## src/rtl/ctrl_pkg.sv

```systemverilog
// ctrl_pkg: shared decode definitions for the control sequencer and execute.
// Holds the opcode/funct/select encodings, the ctrl_word_t layout, the
// sequencer state encoding and CTRL_TABLE, the {opcode, funct} decode function.
// CTRL_TABLE always reports vector encodings as legal. Whether they are
// accepted depends on the CTRL_VECTOR_EN build option in ctrl_sequencer.
package ctrl_pkg;

  localparam int OP_BITS = 5;
  localparam int FN_BITS = 3;

  // Opcodes. R-type and vector-ALU opcodes use funct; all others ignore it.
  localparam logic [4:0] OP_RTYPE = 5'b00000;
  localparam logic [4:0] OP_ADDI  = 5'b00001;
  localparam logic [4:0] OP_LW    = 5'b00010;
  localparam logic [4:0] OP_LH    = 5'b00011;
  localparam logic [4:0] OP_SW    = 5'b00100;
  localparam logic [4:0] OP_SH    = 5'b00101;
  localparam logic [4:0] OP_SUBI  = 5'b00110;
  localparam logic [4:0] OP_JMP   = 5'b01000;
  localparam logic [4:0] OP_JR    = 5'b01001;
  localparam logic [4:0] OP_CALL  = 5'b01010;
  localparam logic [4:0] OP_BE    = 5'b01011;
  localparam logic [4:0] OP_BGT   = 5'b01100;
  localparam logic [4:0] OP_VALU  = 5'b11000;
  localparam logic [4:0] OP_VLDW  = 5'b11001;
  localparam logic [4:0] OP_VLDH  = 5'b11010;
  localparam logic [4:0] OP_VSTW  = 5'b11100;
  localparam logic [4:0] OP_VSTB  = 5'b11101;

  // Funct codes for R-type (scalar) and vector-ALU ops.
  localparam logic [2:0] FN_ADD   = 3'b000;
  localparam logic [2:0] FN_SUB   = 3'b001;
  localparam logic [2:0] FN_MUL   = 3'b010;
  localparam logic [2:0] FN_SLL   = 3'b011;
  localparam logic [2:0] FN_AND   = 3'b100;
  localparam logic [2:0] FN_SRL   = 3'b101;
  localparam logic [2:0] FN_VSUB  = 3'b001;
  localparam logic [2:0] FN_VMUL  = 3'b010;
  localparam logic [2:0] FN_VCSUB = 3'b011;
  localparam logic [2:0] FN_VSR   = 3'b101;

  // ALU operations.
  localparam logic [2:0] ALU_ADD = 3'b000;
  localparam logic [2:0] ALU_SUB = 3'b001;
  localparam logic [2:0] ALU_MUL = 3'b010;
  localparam logic [2:0] ALU_SLL = 3'b011;
  localparam logic [2:0] ALU_AND = 3'b100;
  localparam logic [2:0] ALU_SRL = 3'b101;

  // Operand, branch and jump selects.
  localparam logic [1:0] OPB_REG   = 2'b00;
  localparam logic [1:0] OPB_IMM   = 2'b01;
  localparam logic [1:0] OPB_MEM   = 2'b10;
  localparam logic [1:0] OPB_BYTE  = 2'b11;
  localparam logic [1:0] OPA_REG   = 2'b00;
  localparam logic [1:0] OPA_HALF  = 2'b01;
  localparam logic [1:0] OPA_PC    = 2'b10;
  localparam logic [1:0] OPA_VBASE = 2'b11;
  localparam logic [1:0] BR_EQ     = 2'b01;
  localparam logic [1:0] BR_GT     = 2'b10;
  localparam logic [1:0] JMP_ABS   = 2'b01;
  localparam logic [1:0] JMP_REG   = 2'b10;
  localparam logic [1:0] JMP_CALL  = 2'b11;

  // Sequencer states.
  localparam logic [1:0] ST_IDLE = 2'd0;
  localparam logic [1:0] ST_VEC  = 2'd1;
  localparam logic [1:0] ST_MEM  = 2'd2;

  typedef enum logic [1:0] {
    SEQ_IDLE = ST_IDLE,
    SEQ_VEC  = ST_VEC,
    SEQ_MEM  = ST_MEM
  } seq_state_t;

  typedef struct packed {
    logic [1:0] jmp_sel;
    logic       write_register;
    logic       mem_write;
    logic       reg_write;
    logic       vcsub;
    logic [2:0] alu_op;
    logic [1:0] sel_op_b;
    logic       sel_rs2;
    logic [1:0] branch_sel;
    logic [1:0] sel_op_a;
    logic       sel_write_data;
    logic       write_register_vec;
  } ctrl_word_t;

  typedef struct packed {
    ctrl_word_t word;
    logic       is_vec;
    logic       is_mem;
    logic       legal;
  } decode_t;

  // Control fields that an instruction does not use stay 0.
  // An illegal encoding returns all zeros.
  function automatic decode_t CTRL_TABLE(input logic [OP_BITS-1:0] op,
                                         input logic [FN_BITS-1:0] fn);
    decode_t d;
    d = '0;
    d.legal = 1'b1;
    case (op)
      OP_RTYPE: begin
        d.word.write_register = 1'b1;
        d.word.reg_write      = 1'b1;
        case (fn)
          FN_ADD:  d.word.alu_op = ALU_ADD;
          FN_SUB:  d.word.alu_op = ALU_SUB;
          FN_MUL:  d.word.alu_op = ALU_MUL;
          FN_SLL:  d.word.alu_op = ALU_SLL;
          FN_AND:  d.word.alu_op = ALU_AND;
          FN_SRL:  d.word.alu_op = ALU_SRL;
          default: d.legal = 1'b0;
        endcase
      end
      OP_ADDI, OP_SUBI: begin
        d.word.reg_write = 1'b1;
        d.word.sel_op_b  = OPB_IMM;
        d.word.alu_op    = (op == OP_SUBI) ? ALU_SUB : ALU_ADD;
      end
      OP_LW, OP_LH: begin
        d.word.write_register = 1'b1;
        d.word.sel_op_b       = OPB_MEM;
        d.word.sel_rs2        = 1'b1;
        d.word.sel_write_data = (op == OP_LH);
        d.is_mem              = 1'b1;
      end
      OP_SW, OP_SH: begin
        d.word.mem_write = 1'b1;
        d.word.sel_op_b  = OPB_MEM;
        d.word.sel_rs2   = 1'b1;
        d.word.sel_op_a  = (op == OP_SH) ? OPA_HALF : OPA_REG;
        d.is_mem         = 1'b1;
      end
      OP_JMP: d.word.jmp_sel = JMP_ABS;
      OP_JR:  d.word.jmp_sel = JMP_REG;
      OP_CALL: begin
        d.word.jmp_sel        = JMP_CALL;
        d.word.reg_write      = 1'b1;
        d.word.sel_op_a       = OPA_PC;
        d.word.sel_write_data = 1'b1;
      end
      OP_BE, OP_BGT: begin
        d.word.alu_op     = ALU_SUB;
        d.word.branch_sel = (op == OP_BE) ? BR_EQ : BR_GT;
      end
      OP_VALU: begin
        d.word.reg_write          = 1'b1;
        d.word.write_register_vec = 1'b1;
        d.is_vec                  = 1'b1;
        case (fn)
          FN_VSUB:  d.word.alu_op = ALU_SUB;
          FN_VMUL:  d.word.alu_op = ALU_MUL;
          FN_VCSUB: begin
            d.word.alu_op = ALU_SUB;
            d.word.vcsub  = 1'b1;
          end
          FN_VSR:   d.word.alu_op = ALU_SRL;
          default:  d.legal = 1'b0;
        endcase
      end
      OP_VLDW, OP_VLDH: begin
        d.word.write_register_vec = 1'b1;
        d.word.sel_op_b           = OPB_MEM;
        d.word.sel_rs2            = 1'b1;
        d.word.sel_write_data     = (op == OP_VLDH);
        d.is_vec                  = 1'b1;
        d.is_mem                  = 1'b1;
      end
      OP_VSTW, OP_VSTB: begin
        d.word.mem_write = 1'b1;
        d.word.sel_op_b  = (op == OP_VSTB) ? OPB_BYTE : OPB_MEM;
        d.word.sel_op_a  = OPA_VBASE;
        d.is_vec         = 1'b1;
        d.is_mem         = 1'b1;
      end
      default: d.legal = 1'b0;
    endcase
    if (!d.legal) d = '0;
    return d;
  endfunction

endpackage

```

## src/rtl/ctrl_decode.sv

```systemverilog
// ctrl_decode: purely combinational {opcode, funct} decode.
// Ports:
//   opcode, funct   in   instruction fields
//   word            out  decoded control word (all 0 when illegal)
//   is_vec          out  vector instruction
//   is_mem          out  memory instruction
//   legal           out  encoding is present in the control table
module ctrl_decode
  import ctrl_pkg::*;
(
  input  logic [OP_BITS-1:0] opcode,
  input  logic [FN_BITS-1:0] funct,
  output ctrl_word_t         word,
  output logic               is_vec,
  output logic               is_mem,
  output logic               legal
);

  decode_t d;

  always_comb d = CTRL_TABLE(opcode, funct);

  assign word   = d.word;
  assign is_vec = d.is_vec;
  assign is_mem = d.is_mem;
  assign legal  = d.legal;

endmodule

```

## src/rtl/ctrl_sequencer.sv

```systemverilog
// ctrl_sequencer: registered decode and sequencing between fetch and execute.
// Vector ALU ops issue VLEN/LANES beats back to back. Memory ops hold each
// beat until mem_ready arrives.
// Build option: define CTRL_VECTOR_EN to enable vector instructions.
// When CTRL_VECTOR_EN is not defined, the eight vector encodings are treated as
// illegal and beat_idx is tied 0.
// Ports:
//   clk, rst        clock and synchronous active-high reset
//   instr_valid/instr_ready, opcode, funct   fetch handshake and fields
//   mem_ready       memory completes the current beat
//   flush           drop the in-flight instruction and any offered one
//   ctl_valid, ctl_word, beat_idx, last_beat  registered control to execute
//   illegal_instr   one-cycle pulse after an undecodable encoding is accepted
//   seq_state       current sequencer state (observation only)
// Handshake: an instruction transfers on a rising edge where
// instr_valid && instr_ready. instr_ready does not depend on instr_valid.
module ctrl_sequencer
  import ctrl_pkg::*;
#(
  parameter int OPCODE_W = 5,
  parameter int FUNCT_W  = 3,
  parameter int VLEN     = 16,
  parameter int LANES    = 4,
  localparam int BEATS   = VLEN / LANES,
  localparam int BW      = (BEATS > 1) ? $clog2(BEATS) : 1
) (
  input  logic                clk,
  input  logic                rst,
  input  logic                instr_valid,
  input  logic [OPCODE_W-1:0] opcode,
  input  logic [FUNCT_W-1:0]  funct,
  output logic                instr_ready,
  input  logic                mem_ready,
  input  logic                flush,
  output logic                ctl_valid,
  output logic [17:0]         ctl_word,
  output logic [BW-1:0]       beat_idx,
  output logic                last_beat,
  output logic                illegal_instr,
  output logic [1:0]          seq_state
);

  if ((VLEN % LANES) != 0) begin : g_lanes_check
    $error("ctrl_sequencer: VLEN must be a multiple of LANES");
  end
  if (OPCODE_W != OP_BITS || FUNCT_W != FN_BITS) begin : g_width_check
    $error("ctrl_sequencer: opcode/funct widths must match ctrl_pkg");
  end

  logic [1:0] state;
  ctrl_word_t word_q;
  ctrl_word_t dec_word;
  logic       dec_is_vec;
  logic       dec_is_mem;
  logic       dec_legal;
  logic       issue_legal;
  logic       finishing;
  logic       accept;

  ctrl_decode u_decode (
    .opcode (opcode),
    .funct  (funct),
    .word   (dec_word),
    .is_vec (dec_is_vec),
    .is_mem (dec_is_mem),
    .legal  (dec_legal)
  );

`ifdef CTRL_VECTOR_EN
  localparam logic [BW-1:0] LAST_IDX = BW'(BEATS - 1);
  logic [BW-1:0] beat;
  logic [BW-1:0] beat_next;
  logic          vec_q;
  logic          on_last;

  assign beat_next   = beat + 1'b1;
  assign on_last     = (beat == LAST_IDX);
  assign issue_legal = dec_legal;
  assign beat_idx    = beat;
`else
  // Vector encodings decode, but they are rejected here as illegal.
  assign issue_legal = dec_legal && !dec_is_vec;
  assign beat_idx    = '0;
`endif

  // finishing: the current cycle ends the instruction in flight, or there is
  // no instruction in flight. A new instruction can be accepted in the same
  // cycle, so issue continues without a bubble.
  always_comb begin
    finishing = 1'b1;
    case (state)
`ifdef CTRL_VECTOR_EN
      ST_VEC:  finishing = on_last;
      ST_MEM:  finishing = mem_ready && (!vec_q || on_last);
`else
      ST_MEM:  finishing = mem_ready;
`endif
      default: finishing = 1'b1;
    endcase
  end

  assign instr_ready = finishing && !flush && !rst;
  assign accept      = instr_valid && instr_ready;
  assign ctl_word    = word_q;
  assign seq_state   = state;

  always_ff @(posedge clk) begin
    if (rst || flush) begin
      state         <= ST_IDLE;
      ctl_valid     <= 1'b0;
      word_q        <= '0;
      last_beat     <= 1'b0;
      illegal_instr <= 1'b0;
`ifdef CTRL_VECTOR_EN
      beat          <= '0;
      vec_q         <= 1'b0;
`endif
    end else begin
      illegal_instr <= 1'b0;
      if (finishing) begin
        if (accept && issue_legal) begin
          ctl_valid <= 1'b1;
          word_q    <= dec_word;
`ifdef CTRL_VECTOR_EN
          beat      <= '0;
          vec_q     <= dec_is_vec;
          if (dec_is_mem) begin
            state     <= ST_MEM;
            last_beat <= !dec_is_vec || (BEATS == 1);
          end else if (dec_is_vec && (BEATS > 1)) begin
            state     <= ST_VEC;
            last_beat <= 1'b0;
          end else begin
            state     <= ST_IDLE;
            last_beat <= 1'b1;
          end
`else
          state     <= dec_is_mem ? ST_MEM : ST_IDLE;
          last_beat <= 1'b1;
`endif
        end else begin
          // Nothing to issue, or an illegal encoding was accepted. An illegal
          // encoding produces a pulse and does not stall.
          state         <= ST_IDLE;
          ctl_valid     <= 1'b0;
          word_q        <= '0;
          last_beat     <= 1'b0;
          illegal_instr <= accept;
`ifdef CTRL_VECTOR_EN
          beat          <= '0;
`endif
        end
      end else begin
`ifdef CTRL_VECTOR_EN
        // Mid-instruction: VEC advances every cycle. MEM advances only on
        // mem_ready, and here mem_ready can only mean a non-final beat.
        if (state == ST_VEC || mem_ready) begin
          beat      <= beat_next;
          last_beat <= (beat_next == LAST_IDX);
        end
`endif
      end
    end
  end

endmodule

```

## config.mk

```make
export PLATFORM = sky130hd
export DESIGN_NAME = ctrl_sequencer
export DESIGN_NICKNAME = d
export VERILOG_FILES = /design/src/rtl/ctrl_pkg.sv /design/src/rtl/ctrl_decode.sv /design/src/rtl/ctrl_sequencer.sv
export SDC_FILE = /design/constraint.sdc
export NUM_CORES = 1
export LEC_CHECK = 0
export BUFFER_PORTS_ARGS = -buffer_cell sky130_fd_sc_hd__buf_2
export CAP_MARGIN = 20
export CORE_MARGIN = 1.5
export CORE_UTILIZATION = 42
export CTS_CLUSTER_SIZE = 16
export DETAILED_ROUTE_END_ITERATION = 7
export MAX_ROUTING_LAYER = met4
export PLACE_DENSITY_LB_ADDON = 0.2
export SLEW_MARGIN = 0
export SYNTH_ARGS = -nofsm -noshare
export SYNTH_HDL_FRONTEND = slang
export SYNTH_SLANG_ARGS = --single-unit
export TNS_END_PERCENT = 30
```

## constraint.sdc

```tcl
create_clock -name clk -period 1.7 [get_ports clk]
set_clock_uncertainty 0.1 [all_clocks]
set_input_delay 0.255 -clock clk [delete_from_list [all_inputs] [get_ports clk]]
set_output_delay 0.255 -clock clk [all_outputs]
set_load 0.01 [all_outputs]
```

---- Yosys cells after proc, flatten, opt, wreduce, memory -nomap -nowiden ----
Index checks and enable logic that the tools add are counted.
word-level totals
  register bits after elaboration ......... 22
  output and inout bits ................... 26
  logic and storage cells ................. 97
operators by class
  equal/unequal tests ..................... 22
  mux-type cells .......................... 30
  bitwise logic cells ..................... 1
  reductions and logical operators ........ 29
operator list
  operator                                                                number
  5-bit by 4-bit equality test with 1-bit output (second input constant)  5
  5-bit equality test (second input constant)                             5
  21-bit two-way mux                                                      1
  18-bit two-way mux                                                      1
  2-bit case mux with 3 select lines                                      3
  1-bit two-way mux                                                       16
  5-bit by 3-bit equality test with 1-bit output (second input constant)  3
  3-bit case mux with 5 select lines                                      1
  15-bit OR reduction                                                     1
  2-bit OR reduction                                                      7
  3-bit case mux with 4 select lines                                      1
  6-bit OR reduction                                                      2
  5-bit by 2-bit equality test with 1-bit output (second input constant)  2
  5-bit OR reduction                                                      2
  3-bit case mux with 3 select lines                                      1
  3-bit OR reduction                                                      3
  2-bit two-way mux                                                       4
  4-bit OR reduction                                                      2
  8-bit OR reduction                                                      1
  3-bit by 2-bit equality test with 1-bit output (second input constant)  2
  3-bit equality test (second input constant)                             2
  1-bit case mux with 3 select lines                                      2
  5-bit by 1-bit equality test with 1-bit output (second input constant)  1
  1-bit logical AND                                                       5
  7 further kinds                                                         9

---- Longest topological paths before layout ----
  depth in word-level cells ............... 9
  gate-level depth with buffers ........... 6
  depth with buffers taken out ............ 6

---- Hierarchy ----
From an unflattened synthesis, not the netlist that was laid out.
unflattened totals
  cell total of the unflattened synthesis .. 197
  area total of the unflattened synthesis .. 1617.8 µm²
by module, submodules not included
  module          instances  cells an instance  area an instance (µm²)
  ctrl_sequencer  1          100                1031.0
  ctrl_decode     1          97                 586.8

---- Worst setup path before layout ----
Ideal clock, no wire load.
  path kind ............................... input -> register
  start point ............................. input opcode[0]
  end point ............................... register word_q (netlist bit ctl_word[10])
  library setup time ...................... 0.070 ns
  arrival ................................. 1.191 ns
  required time ........................... 1.530 ns
  path slack .............................. 0.340 ns
  cell stages on the path ................. 4
  path buffers ............................ 0
  cell sequence ........................... maj3_2 > a221oi_2 > nand3_2 > o21ai_1
on the way
  word-level cells in the longest chain between the ends .. 8
  elaborated cells between the ends (all ways) .. 29
  those cells by class .................... 16 x eq/ne; 5 x mux; 8 x reduce/logical
RTL lines
  what                                                                          RTL line               RTL
  start, declared                                                               ctrl_sequencer.sv:30   input logic [OPCODE_W-1:0] opcode,
  5-bit by 4-bit equality test with 1-bit output, or another cell as far along  ctrl_pkg.sv:105        case (op)
  15-bit OR reduction (no source line) or 5-bit OR reduction (tied branches)    -
  1-bit case mux with 3 select lines or 1-bit two-way mux (tied branches)       ctrl_pkg.sv:105
  21-bit two-way mux *                                                          ctrl_pkg.sv:182        if (!d.legal) d = '0;
  1-bit zero test                                                               ctrl_sequencer.sv:82   assign issue_legal = dec_legal && !dec_is_vec;
  1-bit logical AND                                                             ctrl_sequencer.sv:82
  1-bit logical AND                                                             ctrl_sequencer.sv:121  if (accept && issue_legal) begin
  18-bit two-way mux *                                                          ctrl_sequencer.sv:121
  end signal, assigned                                                          ctrl_sequencer.sv:123  word_q <= dec_word;
  end, declared                                                                 ctrl_sequencer.sv:51   ctrl_word_t word_q;
Every way passes the cells marked *; elsewhere a longest branch is shown, timed or not.
A chain may end at the register's enable or synchronous reset.

---- Worst setup path in the final report ----
  start point ............................. register state[1], in the netlist seq_state[1]
  end point ............................... output instr_ready
on the way
  word-level cells in the longest chain between the ends .. 4
RTL lines
  what                            RTL line               RTL
  start, declared                 ctrl_sequencer.sv:50   logic [1:0] state;
  start signal, assigned          ctrl_sequencer.sv:138  state <= dec_is_mem ? ST_MEM : ST_IDLE;
  2-bit equality test             ctrl_sequencer.sv:91   case (state)
  1-bit two-way mux               ctrl_sequencer.sv:91
  1-bit logical AND (2 in a row)  ctrl_sequencer.sv:102  assign instr_ready = finishing && !flush && !rst;
  end, declared                   ctrl_sequencer.sv:32   output logic instr_ready,
Every way passes these cells.

==> flow_metrics.tcl <==
set metrics [dict create \
    status "finished, final reports clean" \
    postRouteAntennaNets 0 \
    arrival_ps 1250 \
    wl_per_cell_um 12.4 \
    grt_max_degree 19 \
    final_layout_size_suffix_gt1_frac 0.310 \
    max_stage_delay_ps 330 \
    num_io_pins 39 \
    synth_cell_types 38 \
    cts_sinks 21 \
    worstPathMaxFanout 4 \
    path_buf_inv 1 \
    dp_hpwl_mm 1.76 \
    synth-edff-count 0 \
    leakagePower_uw 0.000617 \
    port_buffers 35 \
    area_delta_synth_final_pct 20.9 \
    die_area_um2 2820 \
    post_cts_resized 0 \
    slew_viol_final 0 \
    seq_area_frac_synth 0.398 \
    start_util 0.460 \
    grt_pass1_wl_mm 3.59 \
    drt_iter0_drc 17 \
    endpoint_kind "output port" \
    gp_congestion 0.804 \
    grt_pass1_vias 845 \
    clk_latency_ps 310 \
    final_common_cell "buf_2" \
    cp-start-kind "flip-flop" \
    cpLargestDelayFamily "simple AND/OR/NAND/NOR gates" \
    grt_overflow 0 \
    fill_cells 230 \
    cts_tree "yes" \
    setup_viol 0 \
    p_per_area_nw_per_um2 671 \
    power_uw 856 \
    layout_min_cycle_time_ps 1610 \
    syn_inst 119 \
    clockBufferDepth 2 \
    clk_pin_slew_ps 110 \
    setup_slack_ps 93.2 \
    totalWireLength_mm 2.27 \
    grt_use_total 0.181 \
    fin_tns_setup_ps 0 \
    rows 17 \
    hold_viol_final 0 \
    multiInputGateArea_um2 571 \
    cts-root-buf "clkbuf_4" \
    worstPathCellList "nor2b_1 > nor3_2 > buf_2" \
    diodes 0 \
    synthArstFlopShare 0 \
    antenna_found_initial 0 \
    criticalPathCategory "flip-flop to output port" \
    rsz0062_at_grt "no" \
    dp_slack_ps 73.2 \
    clock.fmax_mhz 622 \
    cp.required_ps 1340 \
    htree_levels 1 \
    postCtsHoldBufs 0 \
    synthFlopType "dfxtp_1" \
    via_per_inst 5.27 \
    vias 964 \
    register_area_um2 420 \
    die_h_um 53.1 \
    final_cell_mix "buf_2, dfxtp_1, nand2_1" \
    syn-cell-area_um2 1060 \
    post-cts-setup-buffer-count 0 \
    drc 0 \
    ir_drop_uv 345 \
    hold_path.class "input pin to flip-flop" \
    ys_warn_count 0 \
    synth_seq_cells 21 \
    maxCapViolCount 0 \
    period_share 0.945 \
    cpMaxStageDelayCell "dfxtp_1" \
    whs_ps 177 \
    die_x_um 53.1 \
    syn_area_per_cell_um2 8.87 \
    firstDrtPassIters 4 \
    numCtsBuffers 3 \
    nNetsFinal 172 \
    core_um2 2300 \
]
## metal layers
metal,global-route usage,up-vias,routed length (um)
met3,0.0424,5,124
met1,0.218,442,1080
met4,0.0769,0,39
met5,-,-,0
li1,-,491,-
met2,0.290,26,1030
## kinds of logic after synthesis
kind of cell	count (synthesis)	share of synthesized area
xor gates and xnor gates	3	0.0249
muxes	1	0.00948
other	1	0.00355
adders and majority gates	4	0.0462
and+or+nand+nor	49	0.254
DFF	21	0.398
AOI/OAI and AO/OA	27	0.195
buffers and inverters	13	0.0687
## sequential cells by signal, summed over array words and instances (netlist names)
| name | count |
|---|---|
| seq_state | 1 |
| illegal_instr | 1 |
| last_beat | 1 |
| ctl_word | 18 |
## power breakdown
group	internal, uW	leakage [uW]	total [uW]	switching [uW]
clock network	91.7	0.0000150	238	147
registers	495	0.000169	497	1.43
logic	48.8	0.000433	121	72.1
## final timing paths
kind / start / to / slack (ps) / depth (start not counted)
min reg2reg: ctl_word[8] / ctl_word[8] / 350 / 2
min: mem_ready / ctl_word[12] / 180 / 3
max reg2reg: seq_state[1] / ctl_word[3] / 360 / 5
max: seq_state[1] / instr_ready / 90 / 3
## stage by stage
stage               instance area [um^2]   util  instances
floorplan                           1060      -        121
global placement                    1250  0.544        179
detailed placement                  1250  0.544        179
CTS                                 1280  0.556        183
global route                        1280  0.556        183
finish                              1280  0.556        183
## cells in the mapped netlist (2+ instances only)
cell type	instances	area (um^2)
dfxtp_1	21	420
nand2_1	15	56.3
nor2_1	6	22.5
o21ai_1	6	30.0
and3_1	5	31.3
buf_4	5	37.5
nor3_1	5	25.0
a22o_1	4	35.0
buf_2	4	20.0
nand2b_1	4	25.0
a32o_1	3	30.0
ha_1	3	37.5
inv_1	3	11.3
nor2b_1	3	18.8
a22oi_1	2	15.0
a31oi_1	2	12.5
and2_1	2	12.5
nor3_2	2	20.0
nor3b_1	2	15.0
o21ai_0	2	10.0
o22a_1	2	17.5
xnor2_1	2	17.5
## area by class of cell
class	count	area share
inverters	3	0.00882
flip-flops and latches	21	0.329
multi-input cells	87	0.447
clock buffers	4	0.0206
repair buffers	40	0.167
well taps	28	0.0275
## tightest hold or removal path, delay by kind of cell
kind,cells,cell delay [ps]
simple gates,2,220
buf+inv,1,80
No activity file was read; power rests on OpenSTA's default activity.
